[config.mk]
export PLATFORM = sky130hd
export DESIGN_NAME = intlv_frame_sched
export DESIGN_NICKNAME = d
export VERILOG_FILES = /design/src/rtl/intlv_frame_sched.sv
export SDC_FILE = /design/constraint.sdc
export NUM_CORES = 1
export LEC_CHECK = 0
export BUFFER_PORTS_ARGS = -buffer_cell sky130_fd_sc_hd__buf_2
export CAP_MARGIN = 20
export CORE_MARGIN = 8
export CORE_UTILIZATION = 50
export DETAILED_ROUTE_END_ITERATION = 8
export PLACE_DENSITY = 0.67
export SLEW_MARGIN = 20
export SYNTH_ARGS = -nofsm -noshare
export SYNTH_HDL_FRONTEND = slang
export SYNTH_SLANG_ARGS = --single-unit
[constraint.sdc]
create_clock -name clk -period 5.26 [get_ports clk]
set_input_delay 0.526 -clock clk [delete_from_list [all_inputs] [get_ports clk]]
set_output_delay 0.526 -clock clk [all_outputs]
set_load 0.02 [all_outputs]
[src/rtl/intlv_frame_sched.sv]
// Frame sequencer for the turbo interleaver RAM: command FIFO, link-ID lookup, write/gap/read phases.
// Optional FRAME_STAT_EN adds saturating completed-frame and dropped-command counters.
module intlv_frame_sched #(
    parameter int CMD_DEPTH = 4,
    parameter int GAP_CYC   = 2,
    parameter int LEN_W     = 13
) (
    input  logic             clk,
    input  logic             n_rst,
    input  logic             cmd_vld,
    input  logic [5:0]       cmd_link_id,
    output logic             cmd_rdy,
    output logic [LEN_W-1:0] m_len,
    output logic             din_vld,
    output logic             src_rdy,
    input  logic             dn_rdy,
    output logic             request,
    output logic             busy,
    output logic             frame_done,
    output logic             cmd_err,
    output logic [15:0]      frame_cnt,
    output logic [7:0]       err_cnt
);

    localparam int AW = $clog2(CMD_DEPTH);
    localparam int CW = AW + 1;
    localparam int GW = $clog2(GAP_CYC + 1);

    typedef enum logic [2:0] {IDLE, LOAD, WRITE, GAP, READ, DONE} state_t;

    state_t state, state_nxt;

    logic [5:0]       fifo_mem [CMD_DEPTH];
    logic [AW-1:0]    wr_ptr, rd_ptr;
    logic [CW-1:0]    count;
    logic             push, pop, fifo_empty;
    logic [5:0]       head_id;
    logic             id_ok;
    logic [LEN_W-1:0] id_len;
    logic [LEN_W-1:0] wr_cnt, rd_cnt, last_idx;
    logic [GW-1:0]    gap_cnt;

    assign cmd_rdy    = (count != CW'(CMD_DEPTH));
    assign push       = cmd_vld && cmd_rdy;
    assign pop        = (state == LOAD);
    assign fifo_empty = (count == '0);
    assign head_id    = fifo_mem[rd_ptr];
    assign last_idx   = m_len - LEN_W'(1);
    assign busy       = (state != IDLE);

    always_ff @(posedge clk) begin
        if (push)
            fifo_mem[wr_ptr] <= cmd_link_id;
    end

    always_ff @(posedge clk or negedge n_rst) begin
        if (!n_rst) begin
            wr_ptr <= '0;
            rd_ptr <= '0;
            count  <= '0;
        end else begin
            if (push)
                wr_ptr <= wr_ptr + AW'(1);
            if (pop)
                rd_ptr <= rd_ptr + AW'(1);
            if (push && !pop)
                count <= count + CW'(1);
            else if (pop && !push)
                count <= count - CW'(1);
        end
    end

    always_comb begin
        id_ok  = 1'b1;
        id_len = '0;
        case (head_id)
            6'd25:   id_len = LEN_W'(4776);
            6'd26:   id_len = LEN_W'(5456);
            6'd27:   id_len = LEN_W'(6032);
            6'd28:   id_len = LEN_W'(5280);
            6'd29:   id_len = LEN_W'(5552);
            6'd32:   id_len = LEN_W'(312);
            6'd33:   id_len = LEN_W'(4280);
            6'd34:   id_len = LEN_W'(4160);
            default: id_ok  = 1'b0;
        endcase
    end

    always_comb begin
        state_nxt  = state;
        din_vld    = 1'b0;
        src_rdy    = 1'b0;
        request    = 1'b0;
        frame_done = 1'b0;
        cmd_err    = 1'b0;
        unique case (state)
            IDLE: begin
                if (!fifo_empty)
                    state_nxt = LOAD;
            end
            LOAD: begin
                if (id_ok) begin
                    state_nxt = WRITE;
                end else begin
                    cmd_err   = 1'b1;
                    state_nxt = IDLE;
                end
            end
            WRITE: begin
                src_rdy = 1'b1;
                din_vld = (wr_cnt == '0);
                if (wr_cnt == last_idx)
                    state_nxt = GAP;
            end
            GAP: begin
                if (gap_cnt == GW'(GAP_CYC - 1))
                    state_nxt = READ;
            end
            READ: begin
                request = dn_rdy;
                if (dn_rdy && rd_cnt == last_idx)
                    state_nxt = DONE;
            end
            DONE: begin
                frame_done = 1'b1;
                state_nxt  = fifo_empty ? IDLE : LOAD;
            end
            default: state_nxt = IDLE;
        endcase
    end

    // m_len only moves in LOAD, so queued commands never disturb a running frame
    always_ff @(posedge clk or negedge n_rst) begin
        if (!n_rst) begin
            state   <= IDLE;
            m_len   <= '0;
            wr_cnt  <= '0;
            rd_cnt  <= '0;
            gap_cnt <= '0;
        end else begin
            state <= state_nxt;
            if (state == LOAD) begin
                wr_cnt  <= '0;
                rd_cnt  <= '0;
                gap_cnt <= '0;
                if (id_ok)
                    m_len <= id_len;
            end
            if (state == WRITE)
                wr_cnt <= wr_cnt + LEN_W'(1);
            if (state == GAP)
                gap_cnt <= gap_cnt + GW'(1);
            if (state == READ && dn_rdy)
                rd_cnt <= rd_cnt + LEN_W'(1);
        end
    end

`ifdef FRAME_STAT_EN
    logic [15:0] frame_cnt_q;
    logic [7:0]  err_cnt_q;

    always_ff @(posedge clk or negedge n_rst) begin
        if (!n_rst) begin
            frame_cnt_q <= '0;
            err_cnt_q   <= '0;
        end else begin
            if (frame_done && frame_cnt_q != 16'hFFFF)
                frame_cnt_q <= frame_cnt_q + 16'd1;
            if (cmd_err && err_cnt_q != 8'hFF)
                err_cnt_q <= err_cnt_q + 8'd1;
        end
    end

    assign frame_cnt = frame_cnt_q;
    assign err_cnt   = err_cnt_q;
`else
    assign frame_cnt = '0;
    assign err_cnt   = '0;
`endif

endmodule

==> flow_summary.yaml <==
status:
  outcome: "completed"
floorplanning:
  io_pins: 54
  die_w_um: 107
  die_h_um: 107
  dieArea_um2: 11500
  initial_core_util_pct: 50.9
  core_um2: 8130
  rows: 33
critical_path:
  crit_cells: 6
  critPathBufInv: 1
  slowest_stage: "dfrtp_1"
  worst_path_largest_cell_delay_ps: 620
  end_kind: "output pin"
  r2r_slack_ps: 2370
  crit_chain: "mux4_2 > nor3b_1 > nand2_1 > o21ai_0 > nor2_1 > buf_2"
  cp_max_fo: 8
  critPathTopFamily: "flip-flops"
  critPathLaunchType: "register"
  worstRegToRegCells: 9
  worstSetupPathType: "register to output pin"
  critPathRequiredTime_ps: 4730
  cp.arrival_ps: 2490
grt:
  grt_pass1_vias: 2804
  globalRouteOverflowTotal: 0
  antenna_found_initial: 0
  grt_util_all_layers_pct: 15.0
  grt_use_met2_pct: 24.1
  grt_max_degree: 48
  gr-usage-met1_pct: 19.3
  use_met3_pct: 4.26
  grt.busiest_layer: "met2"
  grt_pass1_wl_um: 13800
synthesis:
  netlist.top_cell.by_area: "dfrtp_1"
  syn_avg_cell_area_um2: 10.2
  yosys-mux-area-fraction_pct: 4.29
  synthTopCellsByArea: "dfrtp_1, edfxtp_1, buf_4, o21ai_0, xnor2_1"
  ys_seq_elements: 71
  synth_ff_type: "dfrtp_1"
  synth_compound_area_share_pct: 12.7
  seq_area_frac_synth_pct: 45.8
  ys_types: 66
  yosysTopAreaCellShare_pct: 28.4
  synthArstFlopShare_pct: 66.2
  synth_xor_area_share_pct: 5.50
  synth_warnings: 0
  syn_inst: 407
  synth_fa_ha_area_share_pct: 3.50
  syn-cell-area_um2: 4140
  synth_top_family_by_area: "simple AND/OR/NAND/NOR gates"
  synthSimpleGateAreaFrac_pct: 18.9
  synth-edff-count: 24
pwr:
  p_per_area_nw_per_um2: 530
  ir_worst_vdd_mv: 0.245
  p_total_mw: 2.30
  p_leak_nw: 1.84
drt:
  vias: 2911
  via_per_inst: 5.45
  drc_errors: 0
  wirelength_um: 8310
  dr.pass1.iters: 4
  drtAntennaViolNets: 0
  wl_per_cell_um: 15.6
  detail_route.iter0.violations: 164
finish:
  drive_above_1_share_pct: 13.5
  syn_to_final_growth_pct: 4.80
  final_common_cell: "dfrtp_1"
  layout.cells.most_common_list: "dfrtp_1, o21ai_0, nand2_1, conb_1, buf_2"
  diodes: 0
  nets: 445
sta:
  slew_headroom_pct: 52.6
  skew_ps: 16.9
  fmaxAchievable_ghz: 0.332
  setup_viol: 0
  slew_viol_final: 0
  hold_viol_final: 0
  worst_pin_slew_ps: 711
  finalCritPeriodShare_pct: 57.3
  setup_tns_ps: 0
  rsz0062_at_grt: "false"
  fin_crit_ps: 3020
place:
  port_buffers: 25
  hpwl_um: 6100
  routabilityCongestion: 0.846
cts:
  clkLatencyLatePin_ps: 340
  cts_tree: "yes"
  cts_hold_buffers: 0
  numCtsBuffers: 9
  htreeDepth: 3
  clk_pin_slew_worst_paths_ps: 80
  cts_setup_buffers: 0
  clock_sinks: 71
  post_cts_resized: 0
  clockBufferDepth: 2
  cts_root_buffer: "clkbuf_8"
run:
  maxCapViolations: 0
hold_path:
  hold_class: "input pin to asynchronous set/reset pin"
## registers in the layout (all words and copies together) (netlist names)
register	cells
m_len	9
state	3
rd_ptr	2
wr_ptr	2
gap_cnt	2
rd_cnt	13
fifo_mem	24
wr_cnt	13
count	3
## power by group
part,internal (mW),total (mW),switching [mW]
Clock,0.171,0.374,0.203
Sequential,0.688,0.845,0.157
Combinational,0.456,1.08,0.626
Total,1.31,2.30,0.986
## worst reg2reg max path, cell delays in order (launching register included)
cell	delay [ps]
dfrtp_1	460
inv_1	90
ha_1	230
or4b_4	540
o21a_1	210
or4_4	470
o211ai_2	70
o2111ai_1	160
a21oi_2	200
mux2_1	340
## cell type report
| cell class | count | area (um^2) |
|---|---|---|
| clock buffer | 11 | 131 |
| timing repair buffer | 26 | 133 |
| tap | 105 | 131 |
| multi-input combinational | 303 | 1960 |
| fill | 758 | 3790 |
| inverter | 13 | 48.8 |
| sequential | 71 | 1900 |
| clock inverter | 5 | 36.3 |
## Yosys cell counts (5+ instances only)
cell / count
dfrtp_1: 47
o21ai_0: 38
nand2_1: 37
buf_4: 30
edfxtp_1: 24
nor2_1: 21
xnor2_1: 19
nand3_1: 18
inv_1: 13
nand4_1: 13
nand2b_1: 11
and3_1: 10
ha_1: 10
a21oi_1: 8
clkbuf_1: 8
nor3_1: 8
xor2_1: 7
mux4_2: 6
o31ai_1: 6
o211ai_1: 5
## metrics by stage
step / std cells / worst slack, ps / hold WS (ps) / util [%] / cell area, um^2
finish: 534 / 2240 / 275 / 53.4 / 4340
global route: 534 / 1990 / 309 / 53.4 / 4340
CTS: 534 / 2180 / 294 / 53.4 / 4340
detailed placement: 518 / 2390 / 496 / 51.3 / 4170
global placement: 518 / 2470 / 481 / 51.3 / 4170
floorplan: 434 / 2310 / 230 / - / 4240
## path summary, 6_finish.rpt
| check | start | endpoint |
|---|---|---|
| setup / recovery | rd_ptr[0]$_DFFE_PN0P_ | cmd_err |
| hold / removal | n_rst | wr_cnt[8]$_DFFE_PN0P_ |
| setup reg to reg | m_len[3]$_DFFE_PN0P_ | state[1]$_DFFE_PN0P_ |
| hold reg to reg | count[2]$_DFFE_PN0P_ | count[2]$_DFFE_PN0P_ |
| max in group asynchronous | n_rst | state[2]$_DFFE_PN0P_ |
| min in group clk | cmd_link_id[2] | fifo_mem[3][2]$_DFFE_PP_ |
## cells by family after synthesis
logic type	Yosys count
and+or+nand+nor	145
AOI/OAI and AO/OA	83
DFF	71
buffers and inverters	60
xor gates and xnor gates	26
adders and majority gates	11
muxes	10
other	1
## metal layers
metal | up-vias | part of all wire [%]
met3 | 7 | 5.0
met2 | 75 | 48
met1 | 1382 | 46
met5 | - | 0
li1 | 1447 | -
met4 | 0 | 0.85
Power figures use the tool's default switching activity.
